### src/rtl/qp_mem_arbiter.sv
// Purpose : share the single-port query-patch SRAM between the accelerator and the Wishbone debug port.
// Latency : the SRAM request mux is combinational; read data and acc_rvalid arrive one cycle after the read.
// Backpres: a request from the non-owner is dropped and counted, never queued; the accelerator sees acc_gnt=0.
//
// Ownership follows wbs_debug. Every handover passes through a drain state, so an open read
// always completes towards the master that issued it.
//   ACC     : the accelerator drives the SRAM (acc_gnt=1)
//   DRAIN_W : nobody drives; wait for !acc_busy and no read in flight, or abort if wbs_debug drops
//   WBS     : the Wishbone port drives the SRAM
//   DRAIN_A : one idle cycle that retires the last Wishbone read
// Ports:
//   wb_clk_i, wb_rst_n_i                      clock, asynchronous active-low reset
//   wbs_debug, wbs_csb0/web0/addr0/wdata0     Wishbone ownership request and SRAM request
//   wbs_rdata0                                read data to wbsCtrl (zero for accelerator reads)
//   acc_csb0/web0/addr0/wdata0, acc_busy      accelerator SRAM request and "operation open" flag
//   acc_gnt, acc_rvalid, acc_rdata0           grant, read-data valid, read data
//   sram_csb0/web0/addr0/wdata0, sram_rdata0  SRAM macro port
//   blk_cnt, blk_clr                          saturating count of refused accelerator requests, clear
// Build option: define QP_ARB_STATS_EN to build the blk_cnt counter; otherwise blk_cnt is 0
// and blk_clr is ignored. Arbitration is the same in both builds.
`timescale 1ns/1ps
module qp_mem_arbiter #(
   parameter int DATA_WIDTH = 11,
   parameter int PATCH_SIZE = 5,
   parameter int NUM_QUERYS = 494,
   parameter int CNT_W      = 16,
   localparam int DW = PATCH_SIZE * DATA_WIDTH,
   localparam int AW = $clog2(NUM_QUERYS)
) (
   input  logic             wb_clk_i,
   input  logic             wb_rst_n_i,
   input  logic             wbs_debug,
   input  logic             wbs_csb0,
   input  logic             wbs_web0,
   input  logic [AW-1:0]    wbs_addr0,
   input  logic [DW-1:0]    wbs_wdata0,
   output logic [DW-1:0]    wbs_rdata0,
   input  logic             acc_csb0,
   input  logic             acc_web0,
   input  logic [AW-1:0]    acc_addr0,
   input  logic [DW-1:0]    acc_wdata0,
   input  logic             acc_busy,
   output logic             acc_gnt,
   output logic             acc_rvalid,
   output logic [DW-1:0]    acc_rdata0,
   output logic             sram_csb0,
   output logic             sram_web0,
   output logic [AW-1:0]    sram_addr0,
   output logic [DW-1:0]    sram_wdata0,
   input  logic [DW-1:0]    sram_rdata0,
   output logic [CNT_W-1:0] blk_cnt,
   input  logic             blk_clr
);

   typedef enum logic [1:0] {ST_ACC, ST_DRAIN_W, ST_WBS, ST_DRAIN_A} state_t;

   localparam logic OWN_ACC = 1'b0;
   localparam logic OWN_WBS = 1'b1;

   state_t state;
   logic   rd_inflight;
   logic   rd_owner;
   logic   acc_rd;
   logic   wbs_rd;

   assign acc_gnt = (state == ST_ACC);

   // Only the owner's request reaches the SRAM; in the drain states the port is held idle.
   always_comb begin
      sram_csb0   = 1'b1;
      sram_web0   = 1'b1;
      sram_addr0  = '0;
      sram_wdata0 = '0;
      case (state)
         ST_ACC: begin
            sram_csb0   = acc_csb0;
            sram_web0   = acc_web0;
            sram_addr0  = acc_addr0;
            sram_wdata0 = acc_wdata0;
         end
         ST_WBS: begin
            sram_csb0   = wbs_csb0;
            sram_web0   = wbs_web0;
            sram_addr0  = wbs_addr0;
            sram_wdata0 = wbs_wdata0;
         end
         default: ;
      endcase
   end

   // A read counts only when its issuer currently owns the port.
   assign acc_rd = (state == ST_ACC) && !acc_csb0 && acc_web0;
   assign wbs_rd = (state == ST_WBS) && !wbs_csb0 && wbs_web0;

   always_ff @(posedge wb_clk_i or negedge wb_rst_n_i) begin
      if (!wb_rst_n_i) begin
         state <= ST_ACC;
      end else begin
         case (state)
            ST_ACC:     if (wbs_debug) state <= ST_DRAIN_W;
            // Abort takes priority: if debug is withdrawn the accelerator simply gets the port back.
            ST_DRAIN_W: if (!wbs_debug)                     state <= ST_ACC;
                        else if (!acc_busy && !rd_inflight) state <= ST_WBS;
            ST_WBS:     if (!wbs_debug) state <= ST_DRAIN_A;
            ST_DRAIN_A: state <= ST_ACC;
            default:    state <= ST_ACC;
         endcase
      end
   end

   // The owner is remembered until the next read so the returning data is steered correctly.
   always_ff @(posedge wb_clk_i or negedge wb_rst_n_i) begin
      if (!wb_rst_n_i) begin
         rd_inflight <= 1'b0;
         rd_owner    <= OWN_ACC;
         acc_rvalid  <= 1'b0;
      end else begin
         rd_inflight <= acc_rd || wbs_rd;
         acc_rvalid  <= acc_rd;
         if (acc_rd)      rd_owner <= OWN_ACC;
         else if (wbs_rd) rd_owner <= OWN_WBS;
      end
   end

   assign acc_rdata0 = sram_rdata0;
   // The debug bus must never observe accelerator data.
   assign wbs_rdata0 = (rd_owner == OWN_ACC) ? '0 : sram_rdata0;

`ifdef QP_ARB_STATS_EN
   logic acc_refused;
   logic [CNT_W-1:0] blk_q;

   assign acc_refused = !acc_csb0 && (state != ST_ACC);

   always_ff @(posedge wb_clk_i or negedge wb_rst_n_i) begin
      if (!wb_rst_n_i)                      blk_q <= '0;
      else if (blk_clr)                     blk_q <= '0;
      else if (acc_refused && blk_q != '1)  blk_q <= blk_q + 1'b1;
   end

   assign blk_cnt = blk_q;
`else
   logic unused_blk_clr;
   assign unused_blk_clr = blk_clr;
   assign blk_cnt = '0;
`endif

endmodule

### config.mk
export PLATFORM = sky130hd
export DESIGN_NAME = qp_mem_arbiter
export DESIGN_NICKNAME = d
export VERILOG_FILES = /design/src/rtl/qp_mem_arbiter.sv
export SDC_FILE = /design/constraint.sdc
export NUM_CORES = 1
export LEC_CHECK = 0
export CAP_MARGIN = 20
export CORE_AREA = 2 2 150 152
export DETAILED_ROUTE_END_ITERATION = 8
export DIE_AREA = 0 0 152 154
export PLACE_DENSITY = 0.44
export RECOVER_POWER = 50
export SYNTH_ARGS = -nofsm -noshare
export SYNTH_HDL_FRONTEND = slang
export SYNTH_SLANG_ARGS = --single-unit
### constraint.sdc
create_clock -name wb_clk_i -period 1.91 [get_ports wb_clk_i]
set_input_delay 0.191 -clock wb_clk_i [delete_from_list [all_inputs] [get_ports wb_clk_i]]
set_output_delay 0.191 -clock wb_clk_i [all_outputs]
set_load 0.02 [all_outputs]
==> run summary <==
CTS Buf Count: 3
Ys Warns: 0
initial antenna violation count: 0
RSZ-0062 raised after global routing: false
Die H: 154 um
CP max stage cell: dfrtp_4
final setup fails: 0
PD cells: 947 nW/um^2
clk_skew: 0.000681 ns
core footprint: 21,700 sq um
clock latency at the later pin of the worst-skew pair: 0.23 ns
IR drop worst, VDD: 389 uV
Sw Ratio: 50.7%
clock power share: 6.5%
Distinct cells, synth: 20
WP data arrival: 1.63 ns
dpl cell area: 5700 sq um
worst hold path type: input pin to asynchronous set/reset pin
drt total wl: 12.3 mm
vias in the first global route: 3,256
Setup TNS Final: 0 ns
Simple-Gate Fraction of Synth Area: 30.2%
Site Rows: 54
Post-Syn Area: 2150 sq um
max-slew violation count: 0
Initial Util: 9.90%
clock transition at the registers of the reported paths: 0.03 ns
vias per cell: 3.52
CP Launch Type: register
largest family of logic cells by synthesized area: buffers and inverters
Sequential Power Share: 3.8%
Synth Area in Adders: 0%
critical path required time: 1.72 ns
fmax: 549 MHz
Post-Syn Instances: 297
status: finished, final reports clean
IO Port Bufs: 368
Slew HR: 61.1%
Leakage: 2.35 nW
grt ovf: 0
pin slew with the least headroom to its limit: 0.575 ns
fraction of final layout cells sized beyond drive strength 1: 3.84%
Synth Area in XOR/XNOR: 0%
leading area contributor after synthesis: mux2i_1
Initial DRC Count: 79
fin nets: 792
largest net degree at the start of global routing: 60
post-DR wirelength/cell: 14.0 um
Crit Path Class: register to output pin
Detail Placement HPWL: 10.9 mm
crit path max fanout: 31
IO Pins: 386
gpl congestion: 0.795
final hold vios: 0
Yosys reg bits: 5
drt pass-1 iters: 4
CTS root buf: clkbuf_16
antenna viol nets, final: 0
P_sw: 2.73 mW
Via Count: 3,091
Synth Area per Inst: 7.23 sq um
Die ar.: 23,400 sq um
Max H-tree Level: 1
Die X: 152 um
DRC violations left: 0
synth top area cells: mux2i_1, buf_4, and2_1, nor2_1, dfrtp_1
Worst path max stage delay: 0.48 ns
area share of the largest cell type after synthesis: 30.8%
CTS Hold Bufs: 0
clock tree sinks: 5
CTS tree: done
Post-CTS Setup Bufs: 0
cell area after layout: 5690 sq um
Hold WS: 0.277 ns
Ant. Diodes: 0
Synth-to-Final Area Change: 165%
clk buf depth: 2
sequential area share after synthesis: 5.83%
first-pass GRT wire length: 18.4 mm
mux cell area share after synthesis: 30.8%
Final Cycle Share: 95.3%
global-route usage over all layers: 9.71%
crit path time final: 1.82 ns
post-synthesis compound-gate area fraction: 0.932%
Pint: 2.66 mW
max-cap violations: 0
crit end category: output pin
combinational power share: 89.7%
worst-path cell chain: buf_16, mux2i_2, nor2_1, dlygate4sd2_1
what timing repair did:
| action | CTS | global route |
|---|---|---|
| pin swaps | 0 | 0 |
| cloned | 0 | 0 |
| setup endpoints to repair | 67 | 2 |
| gates resized for setup | 69 | 2 |
power groups by stage:
stage	Combinational [mW]	Clock (mW)	Sequential [mW]
2_1_floorplan	2.90	0	0.170
3_5_place_dp	5.34	0	0.197
3_3_place_gp	5.35	0	0.197
4_1_cts	5.01	0.357	0.202
6_report	4.84	0.351	0.204
5_1_grt	5.19	0.361	0.206
path summary, 6_finish.rpt:
path | cells after the start | start | slack, ns | end
worst max register to register | 3 | register | 0.40 | rd_inflight
worst max-delay path | 4 | register | 0.09 | sram_wdata0[20]
worst min-delay path | 1 | wb_rst_n_i | 0.28 | acc_rvalid
max in group asynchronous | 1 | wb_rst_n_i | 1.39 | asynchronous set/reset pin
min in group wb_clk_i | 1 | rd_inflight | 0.46 | register
worst min register to register | 1 | rd_inflight | 0.46 | register
cells in the final DEF (no fill, tap or decap):
cell type,count
a21oi_1,1
buf_4,6
conb_1,16
nand2b_1,3
mux2i_1,65
dfrtp_1,3
nor2_1,65
dlygate4sd3_1,60
mux2i_2,1
nand2_1,2
dfrtp_4,1
clkbuf_16,3
o41ai_1,1
nor4b_1,1
buf_12,8
buf_16,1
and2_1,48
nand4bb_1,1
clkdlybuf4s50_1,230
dlygate4sd2_1,66
inv_1,1
nor3b_1,1
buf_8,1
and2_0,7
inv_2,1
clkbuf_1,4
o22ai_1,1
dfrtp_2,1
through the flow:
step | total power, mW | setup slack [ns] | util, % | cells
2_1_floorplan | 3.07 | 0.545 | - | 312
6_report | 5.39 | 0.0895 | 26.2 | 879
4_1_cts | 5.57 | 0.00324 | 26.3 | 879
5_1_grt | 5.76 | 0.00581 | 26.2 | 879
3_3_place_gp | 5.54 | 0.0677 | 26.3 | 875
3_5_place_dp | 5.54 | 0.0598 | 26.3 | 875
cells in the mapped netlist (all sizes together):
cell and count:
a21oi 1, and2 55, buf 85, clkbuf 7, conb 1, dfrtp 5, inv 2, mux2i 66
nand2 2, nand2b 3, nand4bb 1, nor2 65, nor3b 1, nor4b 1, o22ai 1, o41ai 1
metal layers:
layer	track usage [%]	vias to the layer above	part of all wire (%)	wire length [um]
met2	20.7	230	58	7170
met1	9.06	1376	32	3960
li1	-	1471	-	-
met5	0	-	0	0
met4	2.00	0	1.8	227
met3	2.51	14	8.0	986
final cells by class:
cell class                      count  area (sq um)
Clock buffer                        4          78.8
Fill cell                        2358         16000
Inverter                            2          7.51
Multi-Input combinational cell    213          1390
Sequential cell                     5           130
Tap cell                          280           350
Timing Repair Buffer              375          3740
cells by family after synthesis:
kind of cell           after synthesis
AND/OR/NAND/NOR                    128
buffers and inverters               94
multiplexers                        66
flip-flops                           5
AO/OA/AOI/OAI                        3
other                                1
critical path: cells and delay by family (launching register included):
family / cells / cell delay (ns)
flip-flops: 1 / 0.48
buffers and inverters: 2 / 0.56
AND/OR/NAND/NOR: 1 / 0.06
multiplexers: 1 / 0.28
Note: power is estimated with default switching activity, not from simulation.
